`src/rtl/ldr_lamp_ctrl.sv`:
```
// Street-lamp controller: 4-sample moving average of LDR readings feeding a hysteresis FSM.
// Build option: define LDR_SUNLIGHT_OVERRIDE_EN to let the upstream sunlight flag force "bright" at night.
module ldr_lamp_ctrl #(
   parameter int DARK_THRESHOLD  = 100,
   parameter int LIGHT_THRESHOLD = 200,
   parameter int HOLD_SAMPLES    = 3
) (
   input  logic       clk,
   input  logic       rst,
   input  logic       sample_valid,
   input  logic [7:0] ldr_data,
   input  logic       sunlight,
   output logic [7:0] avg_level,
   output logic       avg_valid,
   output logic       lamp_on,
   output logic       lamp_toggle,
   output logic [1:0] state
);

   typedef enum logic [1:0] {DAY = 2'd0, DUSK_PEND = 2'd1, NIGHT = 2'd2, DAWN_PEND = 2'd3} state_t;

   localparam logic [7:0] DARK_T  = 8'(DARK_THRESHOLD);
   localparam logic [7:0] LIGHT_T = 8'(LIGHT_THRESHOLD);
   localparam logic [3:0] HOLD_T  = 4'(HOLD_SAMPLES);
`ifdef LDR_SUNLIGHT_OVERRIDE_EN
   localparam logic SUN_OVERRIDE = 1'b1;
`else
   localparam logic SUN_OVERRIDE = 1'b0;
`endif

   logic [3:0][7:0] win;
   logic [9:0]      sum, sum_nxt;
   logic            empty;
   logic            sun_d;
   state_t          cur, cur_nxt;
   logic [3:0]      cnt, cnt_nxt, cnt_inc;
   logic            dark, bright;

   // First sample primes the whole window so the average starts unbiased.
   assign sum_nxt = empty ? {ldr_data, 2'b00}
                          : sum - {2'b00, win[3]} + {2'b00, ldr_data};

   always_ff @(posedge clk) begin
      if (rst) begin
         win       <= '0;
         sum       <= '0;
         empty     <= 1'b1;
         sun_d     <= 1'b0;
         avg_valid <= 1'b0;
      end else begin
         avg_valid <= sample_valid;
         if (sample_valid) begin
            win   <= empty ? {4{ldr_data}} : {win[2:0], ldr_data};
            sum   <= sum_nxt;
            empty <= 1'b0;
            sun_d <= sunlight;
         end
      end
   end

   assign avg_level = sum[9:2];

   assign dark    = avg_level < DARK_T;
   assign bright  = (avg_level > LIGHT_T) | (sun_d & SUN_OVERRIDE);
   assign cnt_inc = cnt + 4'd1;

   always_comb begin
      cur_nxt = cur;
      cnt_nxt = cnt;
      if (avg_valid) begin
         case (cur)
            DAY: begin
               if (dark) begin
                  cnt_nxt = 4'd1;
                  cur_nxt = (HOLD_T == 4'd1) ? NIGHT : DUSK_PEND;
               end else cnt_nxt = 4'd0;
            end
            DUSK_PEND: begin
               if (dark) begin
                  cnt_nxt = cnt_inc;
                  if (cnt_inc == HOLD_T) cur_nxt = NIGHT;
               end else begin
                  cur_nxt = DAY;
                  cnt_nxt = 4'd0;
               end
            end
            NIGHT: begin
               if (bright) begin
                  cnt_nxt = 4'd1;
                  cur_nxt = (HOLD_T == 4'd1) ? DAY : DAWN_PEND;
               end else cnt_nxt = 4'd0;
            end
            default: begin
               if (bright) begin
                  cnt_nxt = cnt_inc;
                  if (cnt_inc == HOLD_T) cur_nxt = DAY;
               end else begin
                  cur_nxt = NIGHT;
                  cnt_nxt = 4'd0;
               end
            end
         endcase
      end
   end

   // Lamp is lit in NIGHT and DAWN_PEND, i.e. whenever state bit 1 is set.
   always_ff @(posedge clk) begin
      if (rst) begin
         cur         <= DAY;
         cnt         <= 4'd0;
         lamp_toggle <= 1'b0;
      end else begin
         cur         <= cur_nxt;
         cnt         <= cnt_nxt;
         lamp_toggle <= cur_nxt[1] ^ cur[1];
      end
   end

   assign lamp_on = cur[1];
   assign state   = cur;

endmodule

```
`config.mk`:
```
export PLATFORM = sky130hd
export DESIGN_NAME = ldr_lamp_ctrl
export DESIGN_NICKNAME = d
export VERILOG_FILES = /design/src/rtl/ldr_lamp_ctrl.sv
export SDC_FILE = /design/constraint.sdc
export NUM_CORES = 1
export LEC_CHECK = 0
export BUFFER_PORTS_ARGS = -buffer_cell sky130_fd_sc_hd__buf_2
export CORE_AREA = 2 2 115 128
export CTS_CLUSTER_SIZE = 40
export DETAILED_ROUTE_END_ITERATION = 7
export DIE_AREA = 0 0 117 130
export GPL_TIMING_DRIVEN = 0
export PLACE_DENSITY = 0.41
export SLEW_MARGIN = 0
export SYNTH_ARGS = -nofsm -noshare
export SYNTH_HDL_FRONTEND = slang
export SYNTH_SLANG_ARGS = --single-unit
```
`constraint.sdc`:
```
create_clock -name clk -period 7.3 [get_ports clk]
set_clock_uncertainty 0.05 [all_clocks]
set_input_delay 0.73 -clock clk [delete_from_list [all_inputs] [get_ports clk]]
set_output_delay 0.73 -clock clk [all_outputs]
set_load 0.01 [all_outputs]
```
==> insert_results.sql <==
INSERT INTO impl_metrics (metric_group, metric, value, unit) VALUES
('detailed_routing', 'topRoutingLayerUsed', 'met4', ''),
('worst_setup_path', 'timing.critical_path.from', 'ldr_data[1]', ''),
('clock_network', 'post_cts_resized', '0', ''),
('timing', 'finalCritPeriodShare', '0.415', ''),
('final_layout', 'areaGrowthSynthToFinish', '16.0', '%'),
('clock_network', 'cts-buffers-inserted', '5', ''),
('worst_setup_path', 'timing.critical_path.slowest_cell_delay', '0.53', 'ns'),
('yosys', 'synthFlopType', 'sky130_fd_sc_hd__dfxtp_1', ''),
('yosys', 'synth_edf_count', '0', ''),
('clock_network', 'number_of_sinks_on_the_clock_net', '51', ''),
('detailed_routing', 'detail_route.wl_per_cell', '14.3', 'µm'),
('detailed_routing', 'detail_route.wirelength.met1', '4.17', 'mm'),
('worst_setup_path', 'start_kind', 'primary input', ''),
('yosys', 'async_reset_ff_frac', '0', ''),
('detailed_routing', 'vias_per_cell', '4.56', ''),
('place', 'dp_cells', '595', ''),
('timing', 'timing.fmax', '0.330', 'GHz'),
('yosys', 'synthesis.instances', '381', ''),
('final_layout', 'post_layout_nonfiller_instances', '603', ''),
('detailed_routing', 'remaining_drc_errors', '0', ''),
('yosys', 'number_of_synthesized_register_bits', '51', ''),
('global_route', 'global_route.overflow_total', '0', ''),
('timing', 'maxSlewHeadroom', '0.506', ''),
('global_route', 'number_of_antenna_violations_at_the_first_check_in_global_routing', '0', ''),
('die', 'die-area', '0.0152', 'mm²'),
('final_layout', 'antenna-diode-count', '0', ''),
('detailed_routing', 'drt_pre_antenna_iters', '4', ''),
('final_layout', 'fin_area', '0.00362', 'mm²'),
('clock_network', 'ctsRootBufferMaster', 'sky130_fd_sc_hd__clkbuf_16', ''),
('detailed_routing', 'detailroute.via_count', '2752', ''),
('hold_path', 'hold_class', 'flip-flop to flip-flop', ''),
('place', 'globalplace.congestion', '0.797', ''),
('timing', 'setup_total_negative_slack', '0', 'ns'),
('clock_network', 'cts_hold_buffers', '0', ''),
('die', 'floorplan.die.width', '117', 'µm'),
('global_route', 'grt_max_degree', '18', ''),
('detailed_routing', 'drt_iter0_drc', '147', ''),
('outcome', 'status', 'finished, final reports clean', ''),
('timing', 'fin_crit', '3.03', 'ns'),
('clock_network', 'cts.repair_timing.setup_buffer_count', '0', ''),
('detailed_routing', 'totalWireLength', '8.63', 'mm'),
('yosys', 'fraction_of_post_synthesis_cell_area_in_the_top_cell_type_by_area', '0.327', ''),
('worst_setup_path', 'worst_path_required_time', '7.45', 'ns'),
('worst_setup_path', 'crit-reg2reg-launch', 'sum[6]', ''),
('timing', 'drv_slew', '0', ''),
('clock_network', 'worst_skew_pair.late_latency', '0.30', 'ns'),
('pwr', 'powerDensity', '219', 'mW/mm²'),
('yosys', 'synth_area_per_cell', '8.20', 'µm²'),
('place', 'placement.io_buffers', '22', ''),
('place', 'placed_area', '0.00348', 'mm²'),
('hold_path', 'hold_path_startpoint', 'win[17]', ''),
('worst_setup_path', 'setup.worst_path.end_class', 'flip-flop', ''),
('die', 'placement_rows', '46', ''),
('yosys', 'yosys-top-cells-area', 'sky130_fd_sc_hd__dfxtp_1, sky130_fd_sc_hd__ha_1, sky130_fd_sc_hd__a311oi_1', ''),
('timing', 'timing.final.setup_violations', '0', ''),
('worst_setup_path', 'worst_path_dominant_cell_family', 'adder cells', ''),
('worst_setup_path', 'timing.setup.critical_path_class', 'primary input to flip-flop', ''),
('worst_setup_path', 'crit_path_top_delay_cell', 'sky130_fd_sc_hd__fa_1', ''),
('final_layout', 'final_layout_size_suffix_gt1_frac', '0.117', ''),
('worst_setup_path', 'arrival', '3.18', 'ns'),
('yosys', 'synth.yosys.warnings', '0', ''),
('yosys', 'total_standard_cell_area_after_synthesis', '0.00313', 'mm²'),
('clock_network', 'clock_path_buffers', '2', ''),
('worst_setup_path', 'critical_path_buf_inv_count', '3', ''),
('die', 'initial_utilization', '0.222', ''),
('detailed_routing', 'dr_wl_met2', '4.08', 'mm'),
('place', 'half_perimeter_wire_length_after_detailed_placement', '6.72', 'mm'),
('die', 'die_h', '130', 'µm'),
('clock_network', 'cts_tree', 'yes', ''),
('yosys', 'synth_nets', '420', ''),
('run', 'max_cap_viol_count', '0', '');
cell families after synthesis:
group	after synthesis	share of synthesized area
AND/OR/NAND/NOR	132	0.193
flip-flops	51	0.327
AO/OA/AOI/OAI	84	0.206
adder cells (fa/ha/maj)	27	0.127
buffers and inverters	72	0.0993
XOR/XNOR	1	0.00280
multiplexers	14	0.0448
through the flow:
step                      worst slack [ns]   util  hold slack [ns]
after global placement                4.00  0.246            0.424
final                                 4.27  0.257            0.437
after global routing                  4.12  0.257            0.456
after floorplan                       4.38      -            0.408
after CTS                             4.29  0.257            0.439
after detailed placement              3.98  0.246            0.428
area by class of cell:
class | count | area, µm²
clock inverters | 3 | 23.8
repair buffers | 22 | 110
well taps | 192 | 240
inverters | 42 | 158
multi-input cells | 258 | 1790
flip-flops and latches | 51 | 1020
fillers | 1572 | 10500
clock buffers | 5 | 125
plain buffers | 30 | 153
power by group:
part | total (mW) | leakage (nW) | switching [mW] | internal [mW]
combinational | 0.233 | 1.00 | 0.138 | 0.0943
sequential | 0.317 | 0.421 | 0.0185 | 0.298
clock | 0.243 | 0.0664 | 0.115 | 0.129
worst register-to-register path, delay by kind of cell (launching register included):
kind / cells / cell delay (ns)
adder cells (fa/ha/maj): 2 / 0.92
AO/OA/AOI/OAI: 3 / 0.77
flip-flops: 1 / 0.47
AND/OR/NAND/NOR: 2 / 0.46
buffers and inverters: 2 / 0.14
sequential cells by signal, indices dropped and copies added, names as in the netlist:
name	flops
state	2
cnt	4
sum	10
lamp_toggle	1
empty	1
win	32
avg_valid	1
path summary, 6_finish.rpt:
path,endpoint,slack (ns),cells after the start
worst max register to register,sum[7],4.41,9
worst max-delay path,sum[6],4.27,10
worst min register to register,win[17],0.44,2
worst min-delay path,win[17],0.44,2
layer usage:
metal  GRT usage  vias up
met3      0.0200       11
li1            -     1383
met5           0        -
met1       0.160     1315
met2       0.200       43
met4      0.0311        0
cells in the mapped netlist, types with 2 or more instances:
cell type                  number
sky130_fd_sc_hd__nor2_1        57
sky130_fd_sc_hd__dfxtp_1       51
sky130_fd_sc_hd__inv_1         42
sky130_fd_sc_hd__nand2_1       39
sky130_fd_sc_hd__a311oi_1      26
sky130_fd_sc_hd__ha_1          19
sky130_fd_sc_hd__mux2i_1       14
sky130_fd_sc_hd__o21ai_0       13
sky130_fd_sc_hd__clkbuf_1      12
sky130_fd_sc_hd__a21oi_1        9
sky130_fd_sc_hd__buf_4          9
sky130_fd_sc_hd__fa_1           8
sky130_fd_sc_hd__a211oi_1       6
sky130_fd_sc_hd__nand3_1        6
sky130_fd_sc_hd__buf_2          5
sky130_fd_sc_hd__nand2b_1       5
sky130_fd_sc_hd__buf_1          4
sky130_fd_sc_hd__nor4b_1        4
sky130_fd_sc_hd__a22oi_1        3
sky130_fd_sc_hd__and2_1         3
sky130_fd_sc_hd__nor3_1         3
sky130_fd_sc_hd__o311ai_1       3
sky130_fd_sc_hd__a31oi_1        2
sky130_fd_sc_hd__and3b_1        2
sky130_fd_sc_hd__nand3b_1       2
sky130_fd_sc_hd__nor2b_1        2
sky130_fd_sc_hd__nor4_1         2
sky130_fd_sc_hd__nor4bb_1       2
sky130_fd_sc_hd__o211ai_1       2
sky130_fd_sc_hd__o21a_1         2
sky130_fd_sc_hd__o21ai_1        2
sky130_fd_sc_hd__o31a_1         2
sky130_fd_sc_hd__o31ai_1        2
sky130_fd_sc_hd__o41ai_1        2
layout by cell type (no fill, tap or decap), types with 9 or more instances in the layout:
cell                       Yosys  layout
sky130_fd_sc_hd__dfxtp_1      51      51
sky130_fd_sc_hd__inv_1        42      42
sky130_fd_sc_hd__buf_2         5      27
sky130_fd_sc_hd__clkbuf_1     12      12
sky130_fd_sc_hd__nor2_1       57      57
sky130_fd_sc_hd__a311oi_1     26      26
sky130_fd_sc_hd__mux2i_1      14      14
sky130_fd_sc_hd__o21ai_0      13      13
sky130_fd_sc_hd__buf_4         9       9
sky130_fd_sc_hd__a21oi_1       9       9
sky130_fd_sc_hd__nand2_1      39      39
sky130_fd_sc_hd__ha_1         19      19
(Power assumes the default switching activity.)
